<file path="config.mk">
export PLATFORM = sky130hd
export DESIGN_NAME = hm_read_sched_flat
export DESIGN_NICKNAME = d
export VERILOG_FILES = /design/src/rtl/hm_read_sched_if.sv /design/src/rtl/hm_read_sched.sv /design/src/flat_wrapper.sv
export SDC_FILE = /design/constraint.sdc
export NUM_CORES = 1
export LEC_CHECK = 0
export CORE_ASPECT_RATIO = 0.6
export CORE_UTILIZATION = 45
export DETAILED_ROUTE_END_ITERATION = 10
export PLACE_DENSITY_LB_ADDON = 0.3
export SYNTH_ARGS = -nofsm -noshare
export SYNTH_HDL_FRONTEND = slang
export SYNTH_SLANG_ARGS = --single-unit
</file>
<file path="constraint.sdc">
create_clock -name trn_clk -period 6.1 [get_ports trn_clk]
set_clock_uncertainty 0.15 [all_clocks]
set_input_delay 0.61 -clock trn_clk [delete_from_list [all_inputs] [get_ports trn_clk]]
set_output_delay 0.61 -clock trn_clk [all_outputs]
set_load 0.01 [all_outputs]
</file>
<file path="src/rtl/hm_read_sched_if.sv">
// Request/completion/control bundle between the page-read scheduler and its
// control FSM, TX engine and RX engine.
interface hm_read_sched_if #(
  parameter int unsigned TAG_W   = 2,
  parameter int unsigned CHUNK_W = 2
);
  logic               start;
  logic               abort;
  logic [63:0]        page_addr;
  logic               busy;
  logic               done;
  logic               error;
  logic               req_valid;
  logic               req_ready;
  logic [63:0]        req_addr;
  logic [TAG_W-1:0]   req_tag;
  logic [10:0]        req_len_dw;
  logic               cpl_valid;
  logic [TAG_W-1:0]   cpl_tag;
  logic [CHUNK_W-1:0] cpl_chunk;
  logic [15:0]        stat_cpt_req;
  logic [7:0]         stat_cpt_stray;

  modport master (
    input  start, abort, page_addr, req_ready, cpl_valid, cpl_tag,
    output busy, done, error, req_valid, req_addr, req_tag, req_len_dw,
           cpl_chunk, stat_cpt_req, stat_cpt_stray
  );

  modport slave (
    output start, abort, page_addr, req_ready, cpl_valid, cpl_tag,
    input  busy, done, error, req_valid, req_addr, req_tag, req_len_dw,
           cpl_chunk, stat_cpt_req, stat_cpt_stray
  );
endinterface

</file>
<file path="src/rtl/hm_read_sched.sv">
// Tagged multi-outstanding page-read scheduler: splits a page into chunk reads.
// Optional statistics counters are built when HM_SCHED_STATS_EN is defined.
module hm_read_sched #(
  parameter int unsigned PAGE_BYTES     = 4096,
  parameter int unsigned CHUNK_BYTES    = 1024,
  parameter int unsigned TAG_W          = 2,
  parameter int unsigned TIMEOUT_CYCLES = 65535
) (
  input logic             trn_clk,
  input logic             trn_reset_n,
  hm_read_sched_if.master bus
);

  localparam int unsigned N_CHUNK  = PAGE_BYTES / CHUNK_BYTES;
  localparam int unsigned CHUNK_W  = (N_CHUNK > 1) ? $clog2(N_CHUNK) : 1;
  localparam int unsigned IDX_W    = CHUNK_W + 1;
  localparam int unsigned MAX_OUT  = 1 << TAG_W;
  localparam int unsigned CHUNK_SH = $clog2(CHUNK_BYTES);
  localparam int unsigned TMO_W    = 16;
  localparam logic [63:0] PAGE_MSK = ~(64'(PAGE_BYTES) - 64'd1);

  typedef enum logic [1:0] {S_IDLE, S_RUN, S_FIN} state_t;

  state_t             state_q, state_d;
  logic [63:0]        base_q, base_d;
  logic [IDX_W-1:0]   idx_q, idx_d, idx_upd;
  logic [MAX_OUT-1:0] mask_q, mask_d, mask_upd, hs_oh, cpl_oh;
  logic [CHUNK_W-1:0] tag_chunk_q [MAX_OUT];
  logic [TMO_W-1:0]   timer_q, timer_d;
  logic               busy_q, busy_d;
  logic               done_q, done_d;
  logic               error_q, error_d;
  logic               req_valid_q, req_valid_d;
  logic [63:0]        req_addr_q, req_addr_d;
  logic [TAG_W-1:0]   req_tag_q, req_tag_d;
  logic               hs, cpl_ok, timeout;

  function automatic logic [TAG_W-1:0] lowest_free(input logic [MAX_OUT-1:0] m);
    lowest_free = '0;
    for (int i = MAX_OUT - 1; i >= 0; i--) begin
      if (!m[i]) lowest_free = TAG_W'(i);
    end
  endfunction

  // Per-cycle events; req_valid_q is only ever high in RUN
  assign hs      = (state_q == S_RUN) && req_valid_q && bus.req_ready;
  assign cpl_ok  = (state_q == S_RUN) && bus.cpl_valid && mask_q[bus.cpl_tag];
  assign timeout = (state_q == S_RUN) && (timer_q == TMO_W'(TIMEOUT_CYCLES));

  assign hs_oh    = hs ? (MAX_OUT'(1) << req_tag_q) : '0;
  assign cpl_oh   = cpl_ok ? (MAX_OUT'(1) << bus.cpl_tag) : '0;
  assign mask_upd = (mask_q | hs_oh) & ~cpl_oh;
  assign idx_upd  = idx_q + IDX_W'(hs);

  // State register
  always_ff @(posedge trn_clk or negedge trn_reset_n) begin
    if (!trn_reset_n) state_q <= S_IDLE;
    else              state_q <= state_d;
  end

  // Next-state logic
  always_comb begin
    state_d = state_q;
    case (state_q)
      S_IDLE: if (bus.start) state_d = S_RUN;
      S_RUN: begin
        if (bus.abort || timeout) state_d = S_IDLE;
        else if (idx_upd == IDX_W'(N_CHUNK) && mask_upd == '0) state_d = S_FIN;
      end
      S_FIN:   state_d = S_IDLE;
      default: state_d = S_IDLE;
    endcase
  end

  // Output / datapath next values; registered outputs look one state ahead
  always_comb begin
    base_d  = base_q;
    idx_d   = idx_upd;
    mask_d  = mask_upd;
    timer_d = (hs || cpl_ok) ? '0 : timer_q + TMO_W'(1);
    if (state_q == S_IDLE) begin
      timer_d = '0;
      if (bus.start) begin
        base_d = bus.page_addr & PAGE_MSK;
        idx_d  = '0;
        mask_d = '0;
      end
    end
    if (state_d == S_IDLE) begin
      mask_d  = '0;
      timer_d = '0;
    end
    busy_d      = (state_d != S_IDLE) || (state_q == S_FIN && !bus.abort);
    done_d      = (state_q == S_FIN) && !bus.abort;
    error_d     = timeout && !bus.abort;
    req_valid_d = (state_d == S_RUN) && (idx_d < IDX_W'(N_CHUNK)) && (mask_d != '1);
    // Hold the presented tag until it is accepted
    req_tag_d   = (req_valid_q && !bus.req_ready && state_d == S_RUN) ? req_tag_q
                                                                      : lowest_free(mask_d);
    req_addr_d  = base_d + (64'(idx_d) << CHUNK_SH);
  end

  always_ff @(posedge trn_clk or negedge trn_reset_n) begin
    if (!trn_reset_n) begin
      base_q      <= '0;
      idx_q       <= '0;
      mask_q      <= '0;
      timer_q     <= '0;
      busy_q      <= 1'b0;
      done_q      <= 1'b0;
      error_q     <= 1'b0;
      req_valid_q <= 1'b0;
      req_addr_q  <= '0;
      req_tag_q   <= '0;
      for (int i = 0; i < MAX_OUT; i++) tag_chunk_q[i] <= '0;
    end else begin
      base_q      <= base_d;
      idx_q       <= idx_d;
      mask_q      <= mask_d;
      timer_q     <= timer_d;
      busy_q      <= busy_d;
      done_q      <= done_d;
      error_q     <= error_d;
      req_valid_q <= req_valid_d;
      req_addr_q  <= req_addr_d;
      req_tag_q   <= req_tag_d;
      if (hs) tag_chunk_q[req_tag_q] <= idx_q[CHUNK_W-1:0];
    end
  end

  assign bus.busy       = busy_q;
  assign bus.done       = done_q;
  assign bus.error      = error_q;
  assign bus.req_valid  = req_valid_q;
  assign bus.req_addr   = req_addr_q;
  assign bus.req_tag    = req_tag_q;
  assign bus.req_len_dw = 11'(CHUNK_BYTES / 4);
  assign bus.cpl_chunk  = tag_chunk_q[bus.cpl_tag];

`ifdef HM_SCHED_STATS_EN
  logic        stray;
  logic [15:0] stat_req_q;
  logic [7:0]  stat_stray_q;

  assign stray = bus.cpl_valid && !cpl_ok;

  // Request count wraps, stray count saturates
  always_ff @(posedge trn_clk or negedge trn_reset_n) begin
    if (!trn_reset_n) begin
      stat_req_q   <= '0;
      stat_stray_q <= '0;
    end else begin
      if (hs) stat_req_q <= stat_req_q + 16'd1;
      if (stray && stat_stray_q != 8'hFF) stat_stray_q <= stat_stray_q + 8'd1;
    end
  end

  assign bus.stat_cpt_req   = stat_req_q;
  assign bus.stat_cpt_stray = stat_stray_q;
`else
  assign bus.stat_cpt_req   = '0;
  assign bus.stat_cpt_stray = '0;
`endif

endmodule

</file>
<file path="src/flat_wrapper.sv">
// flat-port wrapper written by rule: the top's interface ports become plain ports
module hm_read_sched_flat 
#(
  parameter int unsigned PAGE_BYTES     = 4096,
  parameter int unsigned CHUNK_BYTES    = 1024,
  parameter int unsigned TAG_W          = 2,
  parameter int unsigned TIMEOUT_CYCLES = 65535
)
  (trn_clk, trn_reset_n, bus_start, bus_abort, bus_page_addr, bus_req_ready, bus_cpl_valid, bus_cpl_tag, bus_busy, bus_done, bus_error, bus_req_valid, bus_req_addr, bus_req_tag, bus_req_len_dw, bus_cpl_chunk, bus_stat_cpt_req, bus_stat_cpt_stray);
  hm_read_sched_if #(.TAG_W(TAG_W), .CHUNK_W(2)) bus_i ();
  input logic trn_clk;
  input logic trn_reset_n;
  input wire logic [$bits(bus_i.start)-1:0] bus_start;
  input wire logic [$bits(bus_i.abort)-1:0] bus_abort;
  input wire logic [$bits(bus_i.page_addr)-1:0] bus_page_addr;
  input wire logic [$bits(bus_i.req_ready)-1:0] bus_req_ready;
  input wire logic [$bits(bus_i.cpl_valid)-1:0] bus_cpl_valid;
  input wire logic [$bits(bus_i.cpl_tag)-1:0] bus_cpl_tag;
  output wire logic [$bits(bus_i.busy)-1:0] bus_busy;
  output wire logic [$bits(bus_i.done)-1:0] bus_done;
  output wire logic [$bits(bus_i.error)-1:0] bus_error;
  output wire logic [$bits(bus_i.req_valid)-1:0] bus_req_valid;
  output wire logic [$bits(bus_i.req_addr)-1:0] bus_req_addr;
  output wire logic [$bits(bus_i.req_tag)-1:0] bus_req_tag;
  output wire logic [$bits(bus_i.req_len_dw)-1:0] bus_req_len_dw;
  output wire logic [$bits(bus_i.cpl_chunk)-1:0] bus_cpl_chunk;
  output wire logic [$bits(bus_i.stat_cpt_req)-1:0] bus_stat_cpt_req;
  output wire logic [$bits(bus_i.stat_cpt_stray)-1:0] bus_stat_cpt_stray;
  assign bus_i.start = bus_start;
  assign bus_i.abort = bus_abort;
  assign bus_i.page_addr = bus_page_addr;
  assign bus_i.req_ready = bus_req_ready;
  assign bus_i.cpl_valid = bus_cpl_valid;
  assign bus_i.cpl_tag = bus_cpl_tag;
  assign bus_busy = bus_i.busy;
  assign bus_done = bus_i.done;
  assign bus_error = bus_i.error;
  assign bus_req_valid = bus_i.req_valid;
  assign bus_req_addr = bus_i.req_addr;
  assign bus_req_tag = bus_i.req_tag;
  assign bus_req_len_dw = bus_i.req_len_dw;
  assign bus_cpl_chunk = bus_i.cpl_chunk;
  assign bus_stat_cpt_req = bus_i.stat_cpt_req;
  assign bus_stat_cpt_stray = bus_i.stat_cpt_stray;
  hm_read_sched #(.PAGE_BYTES(PAGE_BYTES), .CHUNK_BYTES(CHUNK_BYTES), .TAG_W(TAG_W), .TIMEOUT_CYCLES(TIMEOUT_CYCLES)) u_core (.trn_clk(trn_clk), .trn_reset_n(trn_reset_n), .bus(bus_i));
endmodule
</file>
Word level (Yosys, flattened, before mapping)
Cells that the tools add are included.
{"block": "classes", "add_sub_neg": 3, "magnitude_cmp": 5, "eq_ne": 6, "n_shift": 2, "mux": 28, "bitwise": 5, "reduce_logical": 22}
{"cell": "64-bit 2-to-1 mux", "n": 2}
{"cell": "64-bit by 13-bit adder with 64-bit output", "n": 1}
{"cell": "16-bit 2-to-1 mux", "n": 3}
{"cell": "2-bit 2-to-1 mux", "n": 10}
{"cell": "4-bit 2-to-1 mux", "n": 5}
{"cell": "16-bit by 1-bit adder with 16-bit output (second input constant)", "n": 1}
{"cell": "16-bit equality test (second input constant)", "n": 1}
{"cell": "1-bit logical AND", "n": 13}
{"cell": "8-bit bitwise mux", "n": 1}
{"cell": "1-bit by 2-bit left shift with 4-bit output (first input constant)", "n": 2}
{"cell": "3-bit greater-or-equal comparator (second input constant)", "n": 2}
{"cell": "3-bit 2-to-1 mux", "n": 2}
{"cell": "2-bit NOT with 3-bit output", "n": 2}
{"cell": "4-bit AND", "n": 1}
{"cell": "2-bit binary-select mux with 2-bit select", "n": 1}
{"cell": "2-bit demux with 2-bit select", "n": 1}
{"cell": "2-bit by 1-bit equality test with 1-bit output (second input constant)", "n": 2}
{"cell": "2-bit zero test", "n": 2}
{"cell": "4-bit zero test", "n": 1}
{"cell": "4-bit inequality test (second input constant)", "n": 1}
{"cell": "4-bit NOT", "n": 1}
{"cell": "4-bit OR", "n": 1}
{"cell": "2-bit one-hot mux with 2 select lines", "n": 1}
{"cell": "3-bit by 1-bit adder with 3-bit output", "n": 1}
{"cell": "other kinds (10)", "n": 13}
{"block": "word_totals", "reg_bits": 167, "inputBits": 72, "output_inout_bits": 107, "word_cells": 86}

Depth between registers and ports, before layout
{"block": "depth", "depth_word": 17, "mapped_depth": 16}

Least setup slack after synthesis
Ideal clock, no wire load.
{"block": "synth_path", "path_type": "input -> register", "from": "input port bus_start", "to": "register u_core.req_addr_q[46] (netlist: u_core.bus.req_addr[46])", "setup_ns": 0.079, "arrival_time_ns": 3.439, "required_ns": 5.871, "path_slack_ns": 2.431, "cell_stages": 15, "n_path_buf": 4, "path_cell_list": "or3b_1 buf_6 buf_6 clkbuf_1 clkbuf_1 and2_1 ha_1 inv_1 fa_1 nor2b_1 nor2_1 o32ai_2 nand4_2 nor3_2 xor2_1"}
{"block": "synth_via", "elab_chain_cells": 3}
{"element": "start, declared", "line": "flat_wrapper.sv:13", "text": "input wire logic [$bits(bus_i.start)-1:0] bus_start;"}
{"element": "64-bit 2-to-1 mux", "line": "hm_read_sched.sv:83", "text": "if (bus.start) begin"}
{"element": "64-bit 2-to-1 mux", "line": "hm_read_sched.sv:81", "text": "if (state_q == S_IDLE) begin"}
{"element": "via u_core.base_d[10]", "line": "hm_read_sched.sv:25", "text": "logic [63:0] base_q, base_d;"}
{"element": "64-bit by 13-bit adder with 64-bit output", "line": "hm_read_sched.sv:100", "text": "req_addr_d = base_d + (64'(idx_d) << CHUNK_SH);"}
{"element": "via u_core.req_addr_d[46]", "line": "hm_read_sched.sv:34", "text": "logic [63:0] req_addr_q, req_addr_d;"}
{"element": "end signal, assigned", "line": "hm_read_sched.sv:125", "text": "req_addr_q <= req_addr_d;"}
{"element": "end, declared", "line": "hm_read_sched.sv:34"}
The timed path passes the listed nets, and every way through them passes these cells.
A chain may end at the register's enable or synchronous reset.

Final worst setup path
{"block": "layout_path", "from": "input port bus_req_ready", "to": "register u_core.req_addr_q[46] (netlist: u_core.bus.req_addr[46])"}
{"block": "layout_via", "elab_chain_cells": 5}
{"element": "start, declared", "line": "flat_wrapper.sv:16", "text": "input wire logic [$bits(bus_i.req_ready)-1:0] bus_req_ready;"}
{"element": "1-bit logical AND (*)", "line": "hm_read_sched.sv:46", "text": "assign hs = (state_q == S_RUN) && req_valid_q && bus.req_ready;"}
{"element": "3-bit by 1-bit adder with 3-bit output (*)", "line": "hm_read_sched.sv:53", "text": "assign idx_upd = idx_q + IDX_W'(hs);"}
{"element": "3-bit 2-to-1 mux", "line": "hm_read_sched.sv:83"}
{"element": "3-bit 2-to-1 mux (*)", "line": "hm_read_sched.sv:81"}
{"element": "via u_core.idx_d[2]", "line": "hm_read_sched.sv:26", "text": "logic [IDX_W-1:0] idx_q, idx_d, idx_upd;"}
{"element": "64-bit by 13-bit adder with 64-bit output (*)", "line": "hm_read_sched.sv:100"}
{"element": "via u_core.req_addr_d[46]", "line": "hm_read_sched.sv:34"}
The timed path passes the listed nets; every way through them passes the cells marked *.

==> out/summary.txt <==
Run status: complete, no violations
Min-Delay Path Class: input pin to async pin
Max cap viols: 0
DIE HEIGHT: 102 um
Synth-to-layout area growth: 24.7%
DRC violations left: 0
Initial Utilization: 46.0%
Arr. time, crit path: 4100 ps
Skew-Pair Late Insertion Delay: 410 ps
Pwr Density: 322 nW/um^2
Slew @ Worst Pin: 953 ps
Setup TNS: 0 ps
Async set-reset flop share out of synthesis: 100%
Most common cell after layout, fill and taps aside: dfrtp_1
Critical path depth: 14
Cells after Synth: 730
Synth unique cells: 72
Post-synth EDFFs: 0
R2R Path End: u_core.bus.req_addr[46]
Routed wire length: 17000 um
Fmax: 0.254 GHz
Core Footprint: 16200 um^2
RePlAce Congestion: 0.855
Port-buffer cells: 121
Netlist area before placement: 7450 um^2
Final hold vios: 0
Worst Setup End Kind: flip-flop
Reg-to-reg setup timing slack: 2280 ps
H-tree Lvls: 4
Layout net count: 928
CP startpoint kind: input pin
Crit-path leading delay family: simple AND/OR/NAND/NOR gates
Die ar.: 17100 um^2
Fin util: 57.3%
Via/cell ratio: 5.08
FF-to-FF path depth: 13
Slew headroom: 36.4%
Post-CTS Setup Bufs: 0
CP Cell Sequence: clkdlybuf4s50_1, nand4b_1, inv_1, ha_1, ha_1, xnor2_1, nor2_1, ha_1, nor2b_1, nor2_1, o32ai_2, nand4_2, nor3_2, xor2_1
CTS sink cnt: 147
Synth Warn #: 0
Final worst path period share: 64.4%
Final ANT Viol Nets: 0
Placed Area: 8650 um^2
Critical path class: input pin to flip-flop
TritonCTS clock tree: yes
Pwr Total: 2.99 mW
Tot GR Track Use: 20.8%
Vias in the first global route: 5055
DR WL/cell: 15.9 um
CP max-delay cell: clkdlybuf4s50_1
Fraction of layout instances using a drive strength above 1: 10.1%
Iter 0 DRT Violations: 305
Largest net degree at the start of global routing: 91
Most used flip-flop cell after synthesis: dfrtp_1
Post-cts sizing count: 0
Sequential area share after synthesis: 49.3%
Final Setup Violations: 0
Crit path required time: 6270 ps
Crit path buffers/inverters: 2
Final Instance Area: 9300 um^2
Antenna cells: 0
Max rail drop VDD: 0.189 mV
R2R Path Start: u_core.state_q[0]
DRT Pass-1 Iters: 5
Antenna violations before repair: 0
Root buffer cell: clkbuf_16
Post-synthesis register bit count: 147
Commonest cells after routing, fill and taps aside: dfrtp_1, nand2_1, clkdlybuf4s50_1
Crit-path most repeated cell: ha_1
Fin. max-slew vios: 0
Syn avg cell area: 10.2 um^2
Total CTS buffers: 17
Hold_buf cts: 0
Min cycle time layout: 3930 ps
Die W: 168 um
Maximum root-to-sink buffer count: 2
Clk pin slew, worst setup/hold paths: 60 ps
Vias: 5433
FP Rows: 36
HPWL after detailed placement: 12000 um
RSZ-0062 raised after global routing: no
GRT Residual Overflow: 0
Crit Path Max Fanout: 7
Crit path largest cell delay: 520 ps
First-pass GRT wire length: 27100 um
Leak: 4.13 nW
Io pins: 179
==> layout make-up <==
cell class                 count  area [um^2]
sequential                   147         3680
multi-input combinational    530         3350
clock inverter                12          204
inverter                      29          109
timing repair buffer         124         1250
tap                          209          262
fill                        1385         6920
clock buffer                  19          443
==> report_power, final <==
| group | switching (mW) | leakage [nW] | internal, mW |
|---|---|---|---|
| Clock | 0.414 | 0.306 | 0.738 |
| Combinational | 0.317 | 1.98 | 0.294 |
| Sequential | 0.0914 | 1.85 | 1.14 |
==> synthesized netlist by cell type, types with 6 or more instances <==
| master | instances | area share, % |
|---|---|---|
| nand3_1 | 42 | 2.8 |
| nor3_1 | 10 | 0.67 |
| clkbuf_1 | 8 | 0.40 |
| buf_4 | 45 | 4.5 |
| mux2i_1 | 20 | 2.7 |
| ha_1 | 6 | 1.0 |
| xnor2_1 | 34 | 4.0 |
| dfrtp_1 | 147 | 49 |
| buf_6 | 7 | 1.1 |
| inv_1 | 29 | 1.5 |
| nor2_1 | 45 | 2.3 |
| buf_2 | 6 | 0.40 |
| o21ai_0 | 9 | 0.60 |
| nand2_1 | 126 | 6.3 |
| and2_1 | 7 | 0.59 |
| nand4_1 | 23 | 1.9 |
| xor2_1 | 32 | 3.8 |
| and3_1 | 14 | 1.2 |
| a21oi_1 | 15 | 1.0 |
| nor3_2 | 8 | 1.1 |
| mux2_2 | 10 | 1.5 |
==> worst max path at each step <==
stage                  start                       to  slack [ps]
2_1_floorplan      bus_start  u_core.bus.req_addr[46]        2430
3_3_place_gp   bus_req_ready  u_core.bus.req_addr[46]        1850
3_5_place_dp   bus_req_ready  u_core.bus.req_addr[54]        1810
4_1_cts        bus_req_ready  u_core.bus.req_addr[54]        2220
5_1_grt        bus_req_ready  u_core.bus.req_addr[46]        1970
6_report       bus_req_ready  u_core.bus.req_addr[46]        2170
==> cell families (layout without fill, tap and decap cells) <==
group           count (synthesis)  after routing  synth area share, %
simple gates                  321            321                 22.4
fa+ha+maj                       7              7                 1.28
mux                            34             34                 5.40
buf+inv                        96            184                 7.91
compound gates                 57             57                 5.77
flops                         147            147                 49.3
xor+xnor                       66             66                 7.75
other cells                     2             45                0.101
==> state kept, by name, summed over array words and instances, names as in the netlist, 2 cells and up <==
register	flops
u_core.timer_q	16
u_core.tag_chunk_q	8
u_core.base_q	54
u_core.bus.req_addr	54
u_core.bus.req_tag	2
u_core.mask_q	4
u_core.state_q	2
u_core.idx_q	3
==> stage by stage <==
stage          hold WS [ps]  setup WS (ps)  cells
6_report                115           2170   1070
3_3_place_gp            314           1850   1039
3_5_place_dp            320           1810   1039
4_1_cts                 152           2220   1070
5_1_grt                 172           1970   1070
2_1_floorplan           164           2430    773
==> layer usage <==
metal / global-route usage [%] / share of wire, % / vias to the layer above
met4: 3.92 / 0.26 / 0
met5: 0 / 0 / -
li1: - / - / 2614
met3: 5.24 / 6.4 / 4
met2: 26.6 / 39 / 195
met1: 34.2 / 55 / 2620
==> worst register-to-register path, stage by stage, from the launching register on <==
cell and delay [ps]:
dfrtp_1 570, nand4b_1 250, inv_1 260, ha_1 190
ha_1 150, xnor2_1 140, nor2_1 110, ha_1 400
nor2b_1 230, nor2_1 130, o32ai_2 360, nand4_2 350
nor3_2 280, xor2_1 170
No activity file was read; power rests on OpenSTA's default activity.
